**config.mk**
```make
export PLATFORM = sky130hd
export DESIGN_NAME = wb_msp_tx_framer
export DESIGN_NICKNAME = d
export VERILOG_FILES = /design/src/rtl/wb_msp_tx_framer.sv
export SDC_FILE = /design/constraint.sdc
export NUM_CORES = 1
export LEC_CHECK = 0
export CAP_MARGIN = 25
export CELL_PAD_IN_SITES_DETAIL_PLACEMENT = 0
export CELL_PAD_IN_SITES_GLOBAL_PLACEMENT = 1
export CORE_MARGIN = 2
export CORE_UTILIZATION = 45
export CTS_CLUSTER_DIAMETER = 40
export DETAILED_ROUTE_END_ITERATION = 8
export GPL_TIMING_DRIVEN = 0
export HOLD_SLACK_MARGIN = 0.15
export MAX_ROUTING_LAYER = met4
export PLACE_DENSITY_LB_ADDON = 0.15
export SYNTH_ARGS = -nofsm -noshare
export SYNTH_HDL_FRONTEND = slang
export SYNTH_SLANG_ARGS = --single-unit
```
**constraint.sdc**
```tcl
create_clock -name wb_clk_i -period 3.15 [get_ports wb_clk_i]
set_input_delay 0.315 -clock wb_clk_i [delete_from_list [all_inputs] [get_ports wb_clk_i]]
set_output_delay 0.315 -clock wb_clk_i [all_outputs]
set_load 0.03 [all_outputs]
```
**src/rtl/wb_msp_tx_framer.sv**
```systemverilog
// Wishbone-mapped MSP frame transmitter: buffers payload bytes in a FIFO and
// streams "$M> size cmd payload csum" frames toward a UART with valid/ready.
module wb_msp_tx_framer #(
    parameter int FIFO_DEPTH = 16
) (
    input  logic        wb_clk_i,
    input  logic        wb_rst_i,
    input  logic [31:0] wb_dat_i,
    input  logic [31:0] wb_adr_i,
    input  logic        wb_we_i,
    input  logic [3:0]  wb_sel_i,
    input  logic        wb_stb_i,
    input  logic        wb_cyc_i,
    output logic [31:0] wb_dat_o,
    output logic        wb_ack_o,
    output logic        wb_stall_o,
    output logic [7:0]  tx_data,
    output logic        tx_valid,
    input  logic        tx_ready,
    output logic        frame_done,
    output logic        busy
);

    localparam int AW = (FIFO_DEPTH > 1) ? $clog2(FIFO_DEPTH) : 1;
    localparam int CW = $clog2(FIFO_DEPTH + 1);
    localparam logic [31:0]   DEPTH_W  = FIFO_DEPTH;
    localparam logic [AW-1:0] LAST_PTR = AW'(FIFO_DEPTH - 1);
    localparam logic [CW-1:0] FULL_CNT = CW'(FIFO_DEPTH);

    typedef enum logic [2:0] {
        S_IDLE, S_HDR0, S_HDR1, S_HDR2, S_SIZE, S_CMD, S_PAYLOAD, S_CSUM
    } state_t;

    state_t        state_q, state_d;
    logic          ack_q, ack_d;
    logic [31:0]   dat_o_q, dat_o_d;
    logic [7:0]    tx_data_q, tx_data_d;
    logic          frame_done_q, frame_done_d;
    logic [7:0]    cmd_q, cmd_d, f_cmd_q, f_cmd_d;
    logic [4:0]    size_q, size_d, f_size_q, f_size_d;
    logic          dir_q, dir_d, f_dir_q, f_dir_d;
    logic [4:0]    pay_cnt_q, pay_cnt_d;
    logic [7:0]    csum_q, csum_d;
    logic          overflow_q, overflow_d;
    logic          start_err_q, start_err_d;
    logic [AW-1:0] wr_ptr_q, wr_ptr_d, rd_ptr_q, rd_ptr_d;
    logic [CW-1:0] count_q, count_d;
    logic [7:0]    mem_q [FIFO_DEPTH];
    logic [7:0]    mem_d [FIFO_DEPTH];

    logic       sel, access, wr_acc, wr_ctrl, wr_data, wr_status;
    logic       full, start_ok, accept, push, pop;
    logic [1:0] reg_idx;
    logic       unused_inputs;

    function automatic logic [AW-1:0] ptr_inc(input logic [AW-1:0] p);
        return (p == LAST_PTR) ? '0 : p + AW'(1);
    endfunction

    assign unused_inputs = ^{wb_sel_i, wb_adr_i[31:12], wb_adr_i[1:0],
                             wb_dat_i[30:17], wb_dat_i[15:13]};

    assign sel       = wb_cyc_i & wb_stb_i & (wb_adr_i[11:4] == 8'h50);
    assign access    = sel & ~ack_q;
    assign wr_acc    = access & wb_we_i;
    assign reg_idx   = wb_adr_i[3:2];
    assign wr_ctrl   = wr_acc & (reg_idx == 2'd0);
    assign wr_data   = wr_acc & (reg_idx == 2'd1);
    assign wr_status = wr_acc & (reg_idx == 2'd2);
    assign full      = (count_q == FULL_CNT);
    // A start only launches when the whole payload is already buffered.
    assign start_ok  = wr_ctrl & wb_dat_i[31] & (state_q == S_IDLE)
                     & (32'(wb_dat_i[12:8]) <= DEPTH_W)
                     & (32'(wb_dat_i[12:8]) <= 32'(count_q));
    assign accept    = tx_valid & tx_ready;
    assign push      = wr_data & ~full;
    assign pop       = accept & (state_q == S_PAYLOAD);

    always_comb begin
        ack_d       = sel & ~ack_q;
        dat_o_d     = '0;
        cmd_d       = cmd_q;
        size_d      = size_q;
        dir_d       = dir_q;
        overflow_d  = overflow_q;
        start_err_d = start_err_q;
        wr_ptr_d    = push ? ptr_inc(wr_ptr_q) : wr_ptr_q;
        rd_ptr_d    = pop ? ptr_inc(rd_ptr_q) : rd_ptr_q;
        count_d     = count_q + CW'(push) - CW'(pop);
        mem_d       = mem_q;
        if (access && !wb_we_i) begin
            case (reg_idx)
                2'd0:    dat_o_d = {15'b0, dir_q, 3'b0, size_q, cmd_q};
                2'd2:    dat_o_d = {22'b0, start_err_q, overflow_q, 2'b0,
                                    5'(count_q), busy};
                default: dat_o_d = '0;
            endcase
        end
        if (wr_ctrl) begin
            cmd_d  = wb_dat_i[7:0];
            size_d = wb_dat_i[12:8];
            dir_d  = wb_dat_i[16];
            if (wb_dat_i[31] && !start_ok) start_err_d = 1'b1;
        end
        if (wr_status && wb_dat_i[8]) overflow_d  = 1'b0;
        if (wr_status && wb_dat_i[9]) start_err_d = 1'b0;
        if (wr_data && full)          overflow_d  = 1'b1;
        if (push) mem_d[wr_ptr_q] = wb_dat_i[7:0];
    end

    always_comb begin
        state_d = state_q;
        case (state_q)
            S_IDLE:    if (start_ok) state_d = S_HDR0;
            S_HDR0:    if (accept) state_d = S_HDR1;
            S_HDR1:    if (accept) state_d = S_HDR2;
            S_HDR2:    if (accept) state_d = S_SIZE;
            S_SIZE:    if (accept) state_d = S_CMD;
            S_CMD:     if (accept) state_d = (f_size_q == 5'd0) ? S_CSUM : S_PAYLOAD;
            S_PAYLOAD: if (accept && (pay_cnt_q + 5'd1 == f_size_q)) state_d = S_CSUM;
            S_CSUM:    if (accept) state_d = S_IDLE;
            default:   state_d = S_IDLE;
        endcase
    end

    // The frame works from a snapshot of cmd/size/dir so later CTRL writes cannot corrupt it.
    always_comb begin
        tx_data_d    = tx_data_q;
        csum_d       = csum_q;
        pay_cnt_d    = pay_cnt_q;
        f_cmd_d      = f_cmd_q;
        f_size_d     = f_size_q;
        f_dir_d      = f_dir_q;
        frame_done_d = accept & (state_q == S_CSUM);
        if (start_ok) begin
            tx_data_d = 8'h24;
            csum_d    = '0;
            pay_cnt_d = '0;
            f_cmd_d   = wb_dat_i[7:0];
            f_size_d  = wb_dat_i[12:8];
            f_dir_d   = wb_dat_i[16];
        end else if (accept) begin
            if (state_q inside {S_SIZE, S_CMD, S_PAYLOAD}) csum_d = csum_q ^ tx_data_q;
            if (pop) pay_cnt_d = pay_cnt_q + 5'd1;
            case (state_d)
                S_HDR1:    tx_data_d = 8'h4D;
                S_HDR2:    tx_data_d = f_dir_q ? 8'h21 : 8'h3E;
                S_SIZE:    tx_data_d = {3'b0, f_size_q};
                S_CMD:     tx_data_d = f_cmd_q;
                S_PAYLOAD: tx_data_d = (state_q == S_PAYLOAD) ? mem_q[ptr_inc(rd_ptr_q)]
                                                              : mem_q[rd_ptr_q];
                S_CSUM:    tx_data_d = csum_d;
                default:   tx_data_d = tx_data_q;
            endcase
        end
    end

    always_ff @(posedge wb_clk_i) begin
        if (wb_rst_i) state_q <= S_IDLE;
        else          state_q <= state_d;
    end

    always_ff @(posedge wb_clk_i) begin
        if (wb_rst_i) begin
            ack_q        <= 1'b0;
            dat_o_q      <= '0;
            tx_data_q    <= '0;
            frame_done_q <= 1'b0;
            cmd_q        <= '0;
            size_q       <= '0;
            dir_q        <= 1'b0;
            f_cmd_q      <= '0;
            f_size_q     <= '0;
            f_dir_q      <= 1'b0;
            pay_cnt_q    <= '0;
            csum_q       <= '0;
            overflow_q   <= 1'b0;
            start_err_q  <= 1'b0;
            wr_ptr_q     <= '0;
            rd_ptr_q     <= '0;
            count_q      <= '0;
        end else begin
            ack_q        <= ack_d;
            dat_o_q      <= dat_o_d;
            tx_data_q    <= tx_data_d;
            frame_done_q <= frame_done_d;
            cmd_q        <= cmd_d;
            size_q       <= size_d;
            dir_q        <= dir_d;
            f_cmd_q      <= f_cmd_d;
            f_size_q     <= f_size_d;
            f_dir_q      <= f_dir_d;
            pay_cnt_q    <= pay_cnt_d;
            csum_q       <= csum_d;
            overflow_q   <= overflow_d;
            start_err_q  <= start_err_d;
            wr_ptr_q     <= wr_ptr_d;
            rd_ptr_q     <= rd_ptr_d;
            count_q      <= count_d;
        end
    end

    always_ff @(posedge wb_clk_i) begin
        mem_q <= mem_d;
    end

    assign wb_dat_o   = dat_o_q;
    assign wb_ack_o   = ack_q;
    assign wb_stall_o = 1'b0;
    assign tx_data    = tx_data_q;
    assign tx_valid   = (state_q != S_IDLE);
    assign busy       = (state_q != S_IDLE);
    assign frame_done = frame_done_q;

endmodule

```
==> results.json <==
{
  "synth_commonest_cells": "128 x edfxtp_1, 128 x nand2_1, 83 x dfxtp_1, 79 x nor2_1, 44 x a21oi_1",
  "synth.distinct_cells": 73,
  "drt_iter0_markers": 565,
  "tightest_slew_ns": 1.142,
  "postRouteWirelength_um": 28440,
  "grt_pass1_vias": 7182,
  "dr.pass1.iters": 5,
  "drive_gt1_share_pct": 16.67,
  "die_w_um": 156.5,
  "avgSynthCellArea_um2": 11.60,
  "max-clock-path-buffers": 3,
  "drc": 0,
  "numCtsBuffers": 34,
  "hold_path_end": "frame_done$_SDFF_PP0_",
  "cts_num_sinks": 211,
  "fin_skew_ns": 0.01864,
  "fin_crit_sh_pct": 98.26,
  "hold_violations": 0,
  "hpwl_um": 20210,
  "nNetsFinal": 1104,
  "ys_seq_elements": 211,
  "num_rows": 55,
  "gp_congestion": 0.8593,
  "p_switching_w": 0.001584,
  "dp.cells": 1260,
  "synth.area.top_cells": "edfxtp_1 37%, dfxtp_1 16%, mux4_2 9.0%, nand2_1 4.6%, mux2i_1 3.0%",
  "antenna_found_initial": 0,
  "antenna_cells": 0,
  "p_int_w": 0.005412,
  "grt_start_max_net_pins": 19,
  "grt_pass1_wl_um": 43780,
  "rsz0062_at_grt": "no",
  "reg2reg_to": "tx_data[6]$_SDFFE_PP0P_",
  "fin_setup_tns_ns": 0,
  "min_path_type": "in2reg",
  "synthArstFlopShare_pct": 0,
  "ff2ff_path_depth": 8,
  "max_freq_mhz": 323.1,
  "synth_edf_count": 128,
  "yosysTopAreaCell": "edfxtp_1",
  "seq_power_share_pct": 42.0,
  "cts_tree": "yes",
  "synth.cell_area_um2": 10460,
  "pwr-share-comb_pct": 3.8,
  "critPathCaptureType": "flip-flop",
  "reg2reg_slack_ns": 0.05,
  "synth_cells": 902,
  "synth_top_area_share_pct": 36.75,
  "grt_overflow_total": 0,
  "setup_viol": 0,
  "clockRootBuffer": "clkbuf_16",
  "crit_fanout": 8,
  "r2r_start": "state_q[1]$_SDFF_PP0_",
  "wl_per_cell_um": 21.50,
  "clk_pin_slew_worst_paths_ns": 0.05,
  "min_period_ns": 3.095,
  "status": "finished, final reports clean",
  "slew_headroom_pct": 23.30,
  "crit_start": "state_q[1]$_SDFF_PP0_",
  "power_w": 0.006996,
  "final_cell_count_no_fill": 1323,
  "grt.total_usage_pct": 24.65,
  "maxCapViolations": 0,
  "io_pins": 119,
  "synth-seq-area-share_pct": 52.63,
  "required_ns": 3.59,
  "cp-start-kind": "flip-flop",
  "holdPathStages": 3,
  "ys_warn_count": 0,
  "slew_violations": 0,
  "worst_ep_arrival_time_ns": 3.54,
  "vias_per_cell": 5.640,
  "hold_path.startpoint": "tx_ready",
  "cts_max_level": 2,
  "core_um2": 22710,
  "path_class": "reg2reg",
  "die_area_um2": 24480,
  "p_sw_share_pct": 22.65,
  "power.leakage_nw": 4.306,
  "antenna_left": 0,
  "synthFlopType": "edfxtp_1",
  "syn_to_final_growth_pct": 20.91,
  "p_per_area_nw_per_um2": 553.2,
  "initial_utilization_pct": 46.06,
  "io_buffers": 54,
  "vias": 7462,
  "die_y_um": 156.5,
  "peakVddDrop_mv": 0.4407,
  "clk-insertion-delay-late_ns": 0.52,
  "clkPwrFrac_pct": 54.2
}
-- worst max-delay path by stage --
stage                               to  slack, ns
4_1_cts          count_q[4]$_SDFF_PP0_       0.04
3_3_place_gp      mem_q[101]$_DFFE_PP_      -1.02
6_report       tx_data[6]$_SDFFE_PP0P_       0.05
2_1_floorplan    count_q[4]$_SDFF_PP0_       0.18
3_5_place_dp     count_q[4]$_SDFF_PP0_      -0.78
5_1_grt        tx_data[6]$_SDFFE_PP0P_       0.02
-- through the flow --
stage	setup slack (ns)	utilization [%]	instance area, um2	hold WS, ns
detailed placement	-0.7847	50.40	11440	0.4404
CTS	0.04026	55.62	12630	0.1632
floorplan	0.1813	-	10530	0.4139
finish	0.05495	55.69	12650	0.1799
global placement	-1.022	50.31	11420	0.4360
global route	0.02107	55.69	12650	0.1927
-- state kept, by name, summed over array words and instances, names as in the netlist --
name         cells
f_dir_q          1
cmd_q            8
tx_data          8
wb_dat_o        14
f_cmd_q          8
wb_ack_o         1
f_size_q         5
count_q          5
mem_q          128
overflow_q       1
pay_cnt_q        5
csum_q           8
wr_ptr_q         4
frame_done       1
dir_q            1
start_err_q      1
size_q           5
rd_ptr_q         4
state_q          3
-- final cells by class --
cell class / count / area [um2]
clock inverter: 22 / 261.5
timing repair buffer: 56 / 553.0
sequential: 211 / 5505
fill: 2003 / 10060
buffer: 77 / 446.7
clock buffer: 40 / 915.9
inverter: 16 / 63.81
tap: 285 / 356.6
multi-input combinational: 616 / 4544
-- layout by cell type (no fill, tap or decap), types with 5 or more instances in the layout --
cell             count
nand2b_1             7
or3_1                5
mux4_2              42
mux2_2               7
nor3_1              12
edfxtp_1           128
a211oi_1            15
o31ai_1              5
nand2_1            128
dfxtp_1             83
a31oi_1             17
buf_2               17
and2_1               8
nor2b_1             17
nor2_1              79
clkdlybuf4s50_1     54
clkbuf_1            27
clkbuf_16           36
nand3_1             15
xor2_1              23
o21ai_0             22
a311oi_1            10
ha_1                17
mux2i_1             31
xnor2_1             12
conb_1              19
nand4_1              5
a21oi_1             44
buf_4               28
inv_1               15
inv_6                5
-- logic make-up (layout without fill, tap and decap cells) --
family,after synthesis,count (layout),share of synthesized area (%)
DFF,211,211,52.63
xor gates and xnor gates,37,37,3.242
adders and majority gates,18,18,2.225
muxes,84,84,13.77
AOI/OAI and AO/OA,154,154,9.821
buffers and inverters,93,211,4.796
and+or+nand+nor,304,304,13.48
other,1,19,0.03585
-- timing repair --
item / CTS / global route
endpoints found under the setup margin: 57 / 6
gates resized for setup: 1 / 6
cloned: 0 / 0
buffers inserted: 0 / 1
pin swaps: 0 / 1
hold buffers: 0 / 0
-- critical path: stages (launching register included) --
cell and delay, ns:
dfxtp_1 0.29, buf_2 0.17, nor2b_1 0.22, nand2_1 0.27, nor3_1 0.99, o21ai_0 0.41
a311oi_1 0.41, a221oi_1 0.09, a21oi_1 0.15
-- per-layer routing --
metal / track usage (%) / up-vias / share of wire, %
met5: - / - / 0
met4: 6.291 / 0 / 1.6
met3: 4.542 / 40 / 6.5
met2: 38.75 / 254 / 47
met1: 33.30 / 3634 / 44
li1: - / 3534 / -
-- power groups by stage --
| stage | combinational, W | clock, W | sequential [W] |
|---|---|---|---|
| floorplan | 0.000139 | 0 | 0.00300 |
| global placement | 0.000266 | 0 | 0.00299 |
| detailed placement | 0.000268 | 0 | 0.00299 |
| CTS | 0.000269 | 0.00384 | 0.00294 |
| global route | 0.000289 | 0.00397 | 0.00294 |
| finish | 0.000269 | 0.00379 | 0.00294 |
Note: power is estimated with default switching activity, not from simulation.
